--- src/rtl/proj_multi_hasher.sv ---
`timescale 1ns/1ps
`default_nettype none
// ============================================================================
//  Module      : proj_multi_hasher
//  Description : Pipelined multi-seed MurmurHash3-style k-mer hasher. Each
//                accepted k-mer is hashed against NUM_HASHES seeds taken from
//                an internal writable seed table. The results leave LANES at a
//                time over NUM_HASHES/LANES beats, under valid/ready flow
//                control.
//  Ports       : clk, rst_n (async, active-low)
//                in_valid/in_ready/in_kmer         - k-mer input handshake
//                seed_we/seed_addr/seed_wdata      - seed table write port
//                out_valid/out_ready/out_sig       - signature beat output
//                out_idx/out_last                  - beat number / final beat
//  Revision    : 1.0 - initial release
// ============================================================================
module proj_multi_hasher #(
    parameter int DATA_BITS  = 32,
    parameter int NUM_HASHES = 8,
    parameter int LANES      = 4,
    localparam int PASSES    = NUM_HASHES / LANES,
    localparam int IDX_W     = (PASSES > 1) ? $clog2(PASSES) : 1,
    localparam int SA_W      = (NUM_HASHES > 1) ? $clog2(NUM_HASHES) : 1
) (
    input  logic                       clk,
    input  logic                       rst_n,
    input  logic                       in_valid,
    output logic                       in_ready,
    input  logic [DATA_BITS-1:0]       in_kmer,
    input  logic                       seed_we,
    input  logic [SA_W-1:0]            seed_addr,
    input  logic [DATA_BITS-1:0]       seed_wdata,
    output logic                       out_valid,
    input  logic                       out_ready,
    output logic [LANES*DATA_BITS-1:0] out_sig,
    output logic [IDX_W-1:0]           out_idx,
    output logic                       out_last
);

    // Parameter legality
    if (DATA_BITS != 32) begin : g_bad_data_bits
        $error("proj_multi_hasher: DATA_BITS must be 32");
    end
    if ((NUM_HASHES % LANES) != 0) begin : g_bad_lanes
        $error("proj_multi_hasher: NUM_HASHES must be a multiple of LANES");
    end

    localparam logic [DATA_BITS-1:0] c_C1        = DATA_BITS'(32'hcc9e2d51);
    localparam logic [DATA_BITS-1:0] c_C2        = DATA_BITS'(32'h1b873593);
    localparam logic [DATA_BITS-1:0] c_N         = DATA_BITS'(32'he6546b64);
    localparam logic [DATA_BITS-1:0] c_FIVE      = DATA_BITS'(5);
    localparam logic [IDX_W-1:0]     c_LAST_PASS = IDX_W'(PASSES - 1);

    localparam logic [0:0] c_IDLE  = 1'b0;
    localparam logic [0:0] c_ISSUE = 1'b1;

    function automatic logic [DATA_BITS-1:0] rol15(input logic [DATA_BITS-1:0] x);
        return {x[DATA_BITS-16:0], x[DATA_BITS-1:DATA_BITS-15]};
    endfunction

    function automatic logic [DATA_BITS-1:0] rol13(input logic [DATA_BITS-1:0] x);
        return {x[DATA_BITS-14:0], x[DATA_BITS-1:DATA_BITS-13]};
    endfunction

    // ------------------------------------------------------------------------
    // State
    // ------------------------------------------------------------------------
    logic [0:0]           r_state;
    logic [0:0]           w_state_nxt;
    logic [IDX_W-1:0]     r_pass;
    logic [DATA_BITS-1:0] r_kmer;
    logic [DATA_BITS-1:0] r_seed [NUM_HASHES];

    logic                 r_v1;
    logic [DATA_BITS-1:0] r_s1_k;
    logic [DATA_BITS-1:0] r_s1_seed [LANES];
    logic [IDX_W-1:0]     r_s1_idx;
    logic                 r_s1_last;

    logic                 r_v2;
    logic [DATA_BITS-1:0] r_s2_h [LANES];
    logic [IDX_W-1:0]     r_s2_idx;
    logic                 r_s2_last;

    logic                       r_out_valid;
    logic [LANES*DATA_BITS-1:0] r_out_sig;
    logic [IDX_W-1:0]           r_out_idx;
    logic                       r_out_last;

    logic                       w_adv;
    logic                       w_issue;
    logic [DATA_BITS-1:0]       w_k2;
    logic [SA_W-1:0]            w_sidx [LANES];
    logic [DATA_BITS-1:0]       w_h    [LANES];
    logic [LANES*DATA_BITS-1:0] w_sig;

    // A single stall signal freezes the whole pipeline, so the output beat
    // and everything behind it hold together while downstream is busy.
    assign w_adv    = !r_out_valid || out_ready;
    assign w_issue  = (r_state == c_ISSUE) && w_adv;
    assign in_ready = (r_state == c_IDLE);

    // The key-mixing half does not depend on the seed, so it is shared.
    assign w_k2 = rol15(r_s1_k) * c_C2;

    for (genvar l = 0; l < LANES; l++) begin : g_lane
        assign w_sidx[l] = SA_W'(int'(r_pass) * LANES + l);
        assign w_h[l]    = r_s1_seed[l] ^ w_k2;
        assign w_sig[l*DATA_BITS +: DATA_BITS] = rol13(r_s2_h[l]) * c_FIVE + c_N;
    end

    // ------------------------------------------------------------------------
    // FSM
    // ------------------------------------------------------------------------
    always_ff @(posedge clk or negedge rst_n) begin
        if (!rst_n) begin
            r_state <= c_IDLE;
        end else begin
            r_state <= w_state_nxt;
        end
    end

    always_comb begin
        w_state_nxt = r_state;
        case (r_state)
            c_IDLE: begin
                if (in_valid) begin
                    w_state_nxt = c_ISSUE;
                end
            end
            c_ISSUE: begin
                if (w_adv && (r_pass == c_LAST_PASS)) begin
                    w_state_nxt = c_IDLE;
                end
            end
            default: w_state_nxt = c_IDLE;
        endcase
    end

    always_ff @(posedge clk or negedge rst_n) begin
        if (!rst_n) begin
            r_kmer <= '0;
            r_pass <= '0;
        end else if ((r_state == c_IDLE) && in_valid) begin
            r_kmer <= in_kmer;
            r_pass <= '0;
        end else if (w_issue) begin
            r_pass <= (r_pass == c_LAST_PASS) ? '0 : r_pass + 1'b1;
        end
    end

    // ------------------------------------------------------------------------
    // Seed table. Writes are independent of the FSM; an issue on the same
    // edge as a write samples the pre-write value.
    // ------------------------------------------------------------------------
    always_ff @(posedge clk or negedge rst_n) begin
        if (!rst_n) begin
            for (int i = 0; i < NUM_HASHES; i++) begin
                r_seed[i] <= DATA_BITS'(i);
            end
        end else if (seed_we && (int'(seed_addr) < NUM_HASHES)) begin
            r_seed[seed_addr] <= seed_wdata;
        end
    end

    // ------------------------------------------------------------------------
    // Three-stage hash pipeline
    // ------------------------------------------------------------------------
    always_ff @(posedge clk or negedge rst_n) begin
        if (!rst_n) begin
            r_v1        <= 1'b0;
            r_s1_k      <= '0;
            r_s1_idx    <= '0;
            r_s1_last   <= 1'b0;
            r_v2        <= 1'b0;
            r_s2_idx    <= '0;
            r_s2_last   <= 1'b0;
            r_out_valid <= 1'b0;
            r_out_sig   <= '0;
            r_out_idx   <= '0;
            r_out_last  <= 1'b0;
            for (int l = 0; l < LANES; l++) begin
                r_s1_seed[l] <= '0;
                r_s2_h[l]    <= '0;
            end
        end else if (w_adv) begin
            r_v1      <= w_issue;
            r_s1_k    <= r_kmer * c_C1;
            r_s1_idx  <= r_pass;
            r_s1_last <= (r_pass == c_LAST_PASS);
            for (int l = 0; l < LANES; l++) begin
                r_s1_seed[l] <= r_seed[w_sidx[l]];
                r_s2_h[l]    <= w_h[l];
            end
            r_v2        <= r_v1;
            r_s2_idx    <= r_s1_idx;
            r_s2_last   <= r_s1_last;
            r_out_valid <= r_v2;
            r_out_sig   <= w_sig;
            r_out_idx   <= r_s2_idx;
            r_out_last  <= r_s2_last;
        end
    end

    assign out_valid = r_out_valid;
    assign out_sig   = r_out_sig;
    assign out_idx   = r_out_idx;
    assign out_last  = r_out_last;

endmodule
`default_nettype wire

--- config.mk ---
export PLATFORM = sky130hd
export DESIGN_NAME = proj_multi_hasher
export DESIGN_NICKNAME = d
export VERILOG_FILES = /design/src/rtl/proj_multi_hasher.sv
export SDC_FILE = /design/constraint.sdc
export NUM_CORES = 2
export LEC_CHECK = 0
export BUFFER_PORTS_ARGS = -buffer_cell sky130_fd_sc_hd__buf_2
export CAP_MARGIN = 20
export CORE_MARGIN = 2
export CORE_UTILIZATION = 60
export CTS_CLUSTER_DIAMETER = 200
export CTS_CLUSTER_SIZE = 10
export DETAILED_ROUTE_END_ITERATION = 10
export PLACE_DENSITY = 0.76
export SYNTH_ARGS = -nofsm -noshare
export SYNTH_HDL_FRONTEND = slang
export SYNTH_SLANG_ARGS = --single-unit
--- constraint.sdc ---
create_clock -name clk -period 8.1 [get_ports clk]
set_clock_uncertainty 0.15 [all_clocks]
set_input_delay 0 -clock clk [delete_from_list [all_inputs] [get_ports clk]]
set_output_delay 0 -clock clk [all_outputs]
set_load 0.03 [all_outputs]
**Yosys cells after proc, flatten, opt, wreduce, memory -nomap -nowiden**

Cells that the tools add are included.

- Add/sub/neg operators: 8
- Multiply operators: 6
- Divide/modulo/power cells: 0
- Order comparisons: 6
- Equal/unequal tests: 0
- Shift-type cells: 0
- Mux-type cells: 21
- Bitwise operators: 10
- Reduce and logical (&&, ||, !) cells: 7

Operators by type and width:

| cell | count |
|---|---|
| 32-bit binary-select mux with 3-bit select | 4 |
| 32-bit two-way mux | 9 |
| 256-bit bitwise mux | 1 |
| 32-bit adder, second input constant | 4 |
| 32-bit by 3-bit multiplier with 32-bit output, second input constant | 4 |
| 32-bit bitwise XOR | 4 |
| 32-bit demux with 3-bit select | 1 |
| 32-bit by 29-bit multiplier with 32-bit output, second input constant | 1 |
| 32-bit by 31-bit multiplier with 32-bit output, second input constant | 1 |
| 4-bit >= comparator, second input constant | 5 |
| 3-bit NOT with 4-bit output | 5 |
| 3-bit by 2-bit adder with 3-bit output, second input constant | 2 |
| 1-bit two-way mux | 5 |
| 1-bit logical AND | 4 |
| 4-bit by 1-bit less-than comparator with 1-bit output, second input constant | 1 |
| 3-bit by 1-bit adder with 3-bit output, second input constant | 1 |
| 1-bit case mux with 2 select lines | 1 |
| 2-bit nonzero test | 1 |
| 1-bit adder, second input constant | 1 |
| 1-bit logical NOT | 1 |
| 1-bit logical OR | 1 |
| 1-bit NOT | 1 |

- Flip-flop bits (word level): 712
- Bits in latches: 0
- RAM bits: 0
- Memory bits (read-only): 0
- Input port bits: 72
- Output and inout port bits: 132
- Logic and storage cells: 85
- Memories kept: 0

**Logic depth before layout (Yosys ltp)**

- Depth after elaboration: 6
- Depth in mapped cells: 27
- Depth with buffers taken out: 26

**Worst setup path before layout**

OpenSTA, ideal clock, no wires.

- Kind: flip-flop to flip-flop
- Start: register r_s1_k[29]
- End: register r_s2_h[127] (netlist bit)
- Library setup time: 0.077 ns
- Data arrival time: 6.355 ns
- Data required time: 7.873 ns
- Path slack: 1.518 ns
- Cell stages (with the launch flop): 24
- Path buffers: 1
- Clock period less this slack: 6.582 ns
- Path through: dfrtp_1 ha_1 fa_1 fa_1 inv_1 fa_1 inv_1 fa_1 fa_1 fa_1 inv_1 fa_1 inv_1 ha_1 buf_2 a21o_1 o21a_1 a311o_1 a22o_1 nor3_1 o21ai_1 a21oi_2 xnor3_1 o21ai_1

- Word-level cells in the longest chain between the ends: 2

RTL lines:

| item | line | text |
|---|---|---|
| start: declaration | 75 | `logic [DATA_BITS-1:0] r_s1_k;` |
| start signal: assignment | 188 | `r_s1_k <= r_kmer * c_C1;` |
| 32-bit by 29-bit multiplier with 32-bit output | 104 | `assign w_k2 = rol15(r_s1_k) * c_C2;` |
| 32-bit bitwise XOR | 108 | `assign w_h[l] = r_s1_seed[l] ^ w_k2;` |
| end signal: indexed assignment | 193 | `r_s2_h[l] <= w_h[l];` |
| end: declaration | 81 | `logic [DATA_BITS-1:0] r_s2_h [LANES];` |

No other way between the ends.
A chain may end at the register's enable or synchronous reset.

**Worst setup path after layout**

- Start: register r_s1_k[27]
- End: register r_s2_h[31] (netlist bit)

The elaborated chain is that of the path after synthesis.

==> impl_metrics.csv <==
group,metric,value,unit
logic_synthesis,synth-compound-area-share,9.326,%
setup_path,path_class,"flip-flop to flip-flop",
timing,finalHoldViolations,0,
floorplan,row_count,108,
cts,clock-sinks,712,
min_path,whs_endpoint,"r_seed[207]",
setup_path,critPathArrivalTime,7.63,ns
timing,drv_slew,0,
timing,finalSetupTns,0,ns
detailed_routing,drtIter0Drc,3034,
timing,setup_viol,0,
floorplan,initial_core_util,60.76,%
finish,fin_util,67.73,%
status,outcome,"complete, no violations",
cts,numCtsBuffers,81,
logic_synthesis,synth_edf_count,0,
place,gp_congestion,1.026,
logic_synthesis,synth_area_leader_cell,"dfrtp_1",
logic_synthesis,ys_ff_latch,712,
logic_synthesis,async_reset_ff_share,100.0,%
global_routing,grt_usage,33.42,%
detailed_routing,routedWlPerCell,22.52,um
finish,layout_commonest_cell,"inv_1",
logic_synthesis,synthFlopType,"dfrtp_1",
min_path,hold_class,"input port to flip-flop",
setup_path,crit_slowest_cell,"dfrtp_1",
setup_path,crit_start,"r_s1_k[27]",
setup_path,ff2ff_path_depth,22,
setup_path,crit_path_end_kind,"flip-flop",
finish,multiInputGateArea,31270,um2
finish,layout_common_cells,"inv_1, dfrtp_1, ha_1",
cts,insertion_delay,0.68,ns
timing,tightest_slew,1.078,ns
logic_synthesis,ys_seq_area_share,33.73,%
floorplan,num_io_pins,204,
detailed_routing,ant_nets,0,
detailed_routing,drtPass1Iterations,5,
logic_synthesis,synth-simple-area-share,6.145,%
finish,layout.nets,6470,
timing,min_period,7.213,ns
logic_synthesis,yosys_warnings,0,
setup_path,worstPathMaxFanout,9,
detailed_routing,wl,148000,um
setup_path,crit_chain,"ha_1, fa_1, fa_1, inv_1, fa_1, inv_1, fa_1, fa_1, fa_1, inv_1, fa_1, inv_1, ha_1, a21o_1, o21a_1, a311o_1, a22o_1, nor3_1, o21ai_1, a21oi_2, xnor3_1, o21ai_1",
cts,clk_pin_slew,0.06,ns
timing,rsz0062_at_grt,"no",
global_routing,grt_pass1_wl,228200,um
job,maxCapViolations,0,
logic_synthesis,synth_mux_area_share,8.275,%
logic_synthesis,yosys.area_share.adder,29.53,%
place,dp.final_hpwl,110700,um
timing,post-route-period-util,89.05,%
logic_synthesis,synth_cells,5069,
floorplan,design.core.area,87020,um2
setup_path,crit_top_cell,"fa_1",
setup_path,critPathRequiredTime,8.51,ns
cts,post_cts_buffers,0,
logic_synthesis,syn-num-nets,6149,
finish,fill_cells,6518,
detailed_routing,drc,0,
finish,regArea,17840,um2
timing,max_freq,0.1386,GHz
logic_synthesis,synth_top_area_share,33.13,%
global_routing,grt_overflow,0,
cts,cts-htree-levels,3,
min_path,hold_path_depth,4,
min_path,holdCritStartpoint,"seed_addr[2]",
floorplan,die_w,300.9,um
detailed_routing,vias,37720,
logic_synthesis,synthesis.area,52870,um2
setup_path,max_stage_delay,0.70,ns
cts,cts_buffer_depth,3,
global_routing,antenna_found_initial,7,
logic_synthesis,syn_area_per_cell,10.43,um2
cts,cts_tree,"built",
setup_path,r2r_end,"r_s2_h[31]",
finish,area_delta_synth_final,11.47,%
cts,cts-root-buf,"clkbuf_16",
logic_synthesis,synth_top_family_by_area,"adder cells",
global_routing,grt_max_degree,201,
floorplan,die_y,300.9,um
logic_synthesis,synth_area_leaders,"dfrtp_1, fa_1, ha_1",
logic_synthesis,ys_types,80,
finish,drive_above_1_share,11.83,%
setup_path,critPathLaunchType,"flip-flop",
setup_path,rrSetupSlack,0.89,ns
logic_synthesis,synth-xor-area-share,5.772,%
place,port_buffers,203,
floorplan,die_area,90510,um2
timing,max-slew-margin-rel,28.16,%
setup_path,r2r_start,"r_s1_k[27]",
detailed_routing,via_per_inst,5.740,
global_routing,grt_pass1_vias,38730,
-- worst max-delay path, delay by kind of cell, from the launching register on --
family | cells | cell delay, ns
flops | 1 | 0.70
simple gates | 1 | 0.30
xor+xnor | 1 | 0.25
fa+ha+maj | 9 | 3.98
compound gates | 7 | 1.53
buf+inv | 4 | 0.23
-- logic make-up (layout without fill, tap and decap cells) --
| kind of cell | Yosys count | after routing |
|---|---|---|
| and+or+nand+nor | 764 | 764 |
| DFF | 712 | 712 |
| muxes | 403 | 403 |
| AOI/OAI and AO/OA | 831 | 831 |
| buffers and inverters | 1016 | 1359 |
| adders and majority gates | 1008 | 1008 |
| other | 0 | 5 |
| xor gates and xnor gates | 335 | 335 |
-- registers in the layout (all words and copies together), names as in the netlist --
register   count
r_s1_k        32
r_seed       256
r_v1           1
r_s2_h       128
r_pass         1
r_kmer        32
out_sig      128
r_state        1
r_s2_idx       1
r_s1_seed    128
r_v2           1
r_s1_last      1
out_valid      1
out_idx        1
-- per-stage QoR --
step                cell area [um2]  setup WS (ns)  hold slack (ns)  instances
global route                  58930         0.5826          0.05923       6570
floorplan                     52870          1.518          -0.4456       5069
finish                        58940         0.8870          0.04210       6572
global placement              55140          1.015         -0.09111       6310
detailed placement            55140         0.9753         -0.09510       6310
CTS                           58900         0.9434          0.01102       6566
-- cells in the mapped netlist, types with 7 or more instances --
library cell / n
clkbuf_1: 136
o21a_1: 25
nor2_1: 142
inv_1: 868
or3_1: 9
a21oi_1: 182
nand2_1: 463
dfstp_2: 12
o21ai_0: 345
xnor3_1: 8
nor2b_1: 18
nand3_1: 20
nor3b_1: 7
dfrtp_1: 700
o21bai_1: 24
and2_1: 8
a31oi_1: 11
xor2_1: 110
buf_1: 9
mux2_2: 273
and3_1: 17
nand2b_1: 20
xnor2_1: 216
fa_1: 400
a21o_1: 67
a211oi_1: 28
o21ai_1: 63
nand4_1: 7
nor3_1: 31
ha_1: 608
o31ai_1: 10
mux2i_1: 130
-- per-layer routing --
metal / GRT usage, % / vias up / wire [um]
met2: 50.85 / 1362 / 65580
met3: 8.947 / 404 / 13360
met4: 14.44 / 8 / 7344
met1: 45.28 / 18760 / 61660
li1: - / 17190 / -
met5: 0 / - / 57
-- worst max path at each step --
stage	to	slack, ns	depth (start not counted)
after floorplan	r_s2_h[127]	1.52	23
after CTS	r_s2_h[31]	0.94	22
after global routing	r_s2_h[95]	0.58	22
after detailed placement	r_s2_h[31]	0.98	22
final	r_s2_h[31]	0.89	22
after global placement	r_s2_h[127]	1.02	22
-- layout make-up --
class                   count  area share, %
repair buffers            386          4.904
multi-input cells        3341          53.05
well taps                1155          2.452
clock inverters             7         0.2378
clock buffers              98          3.547
flip-flops and latches    712          30.26
inverters                 868          5.528
diodes                      5        0.02123
-- what timing repair did --
action / CTS / global route
hold buffers: 151 / 0
gates resized for setup: 0 / 0
hold endpoints to repair: 866 / 0
Power is not shown: default switching activity piles up to over one toggle a cycle in this logic, so the estimate is an artifact.
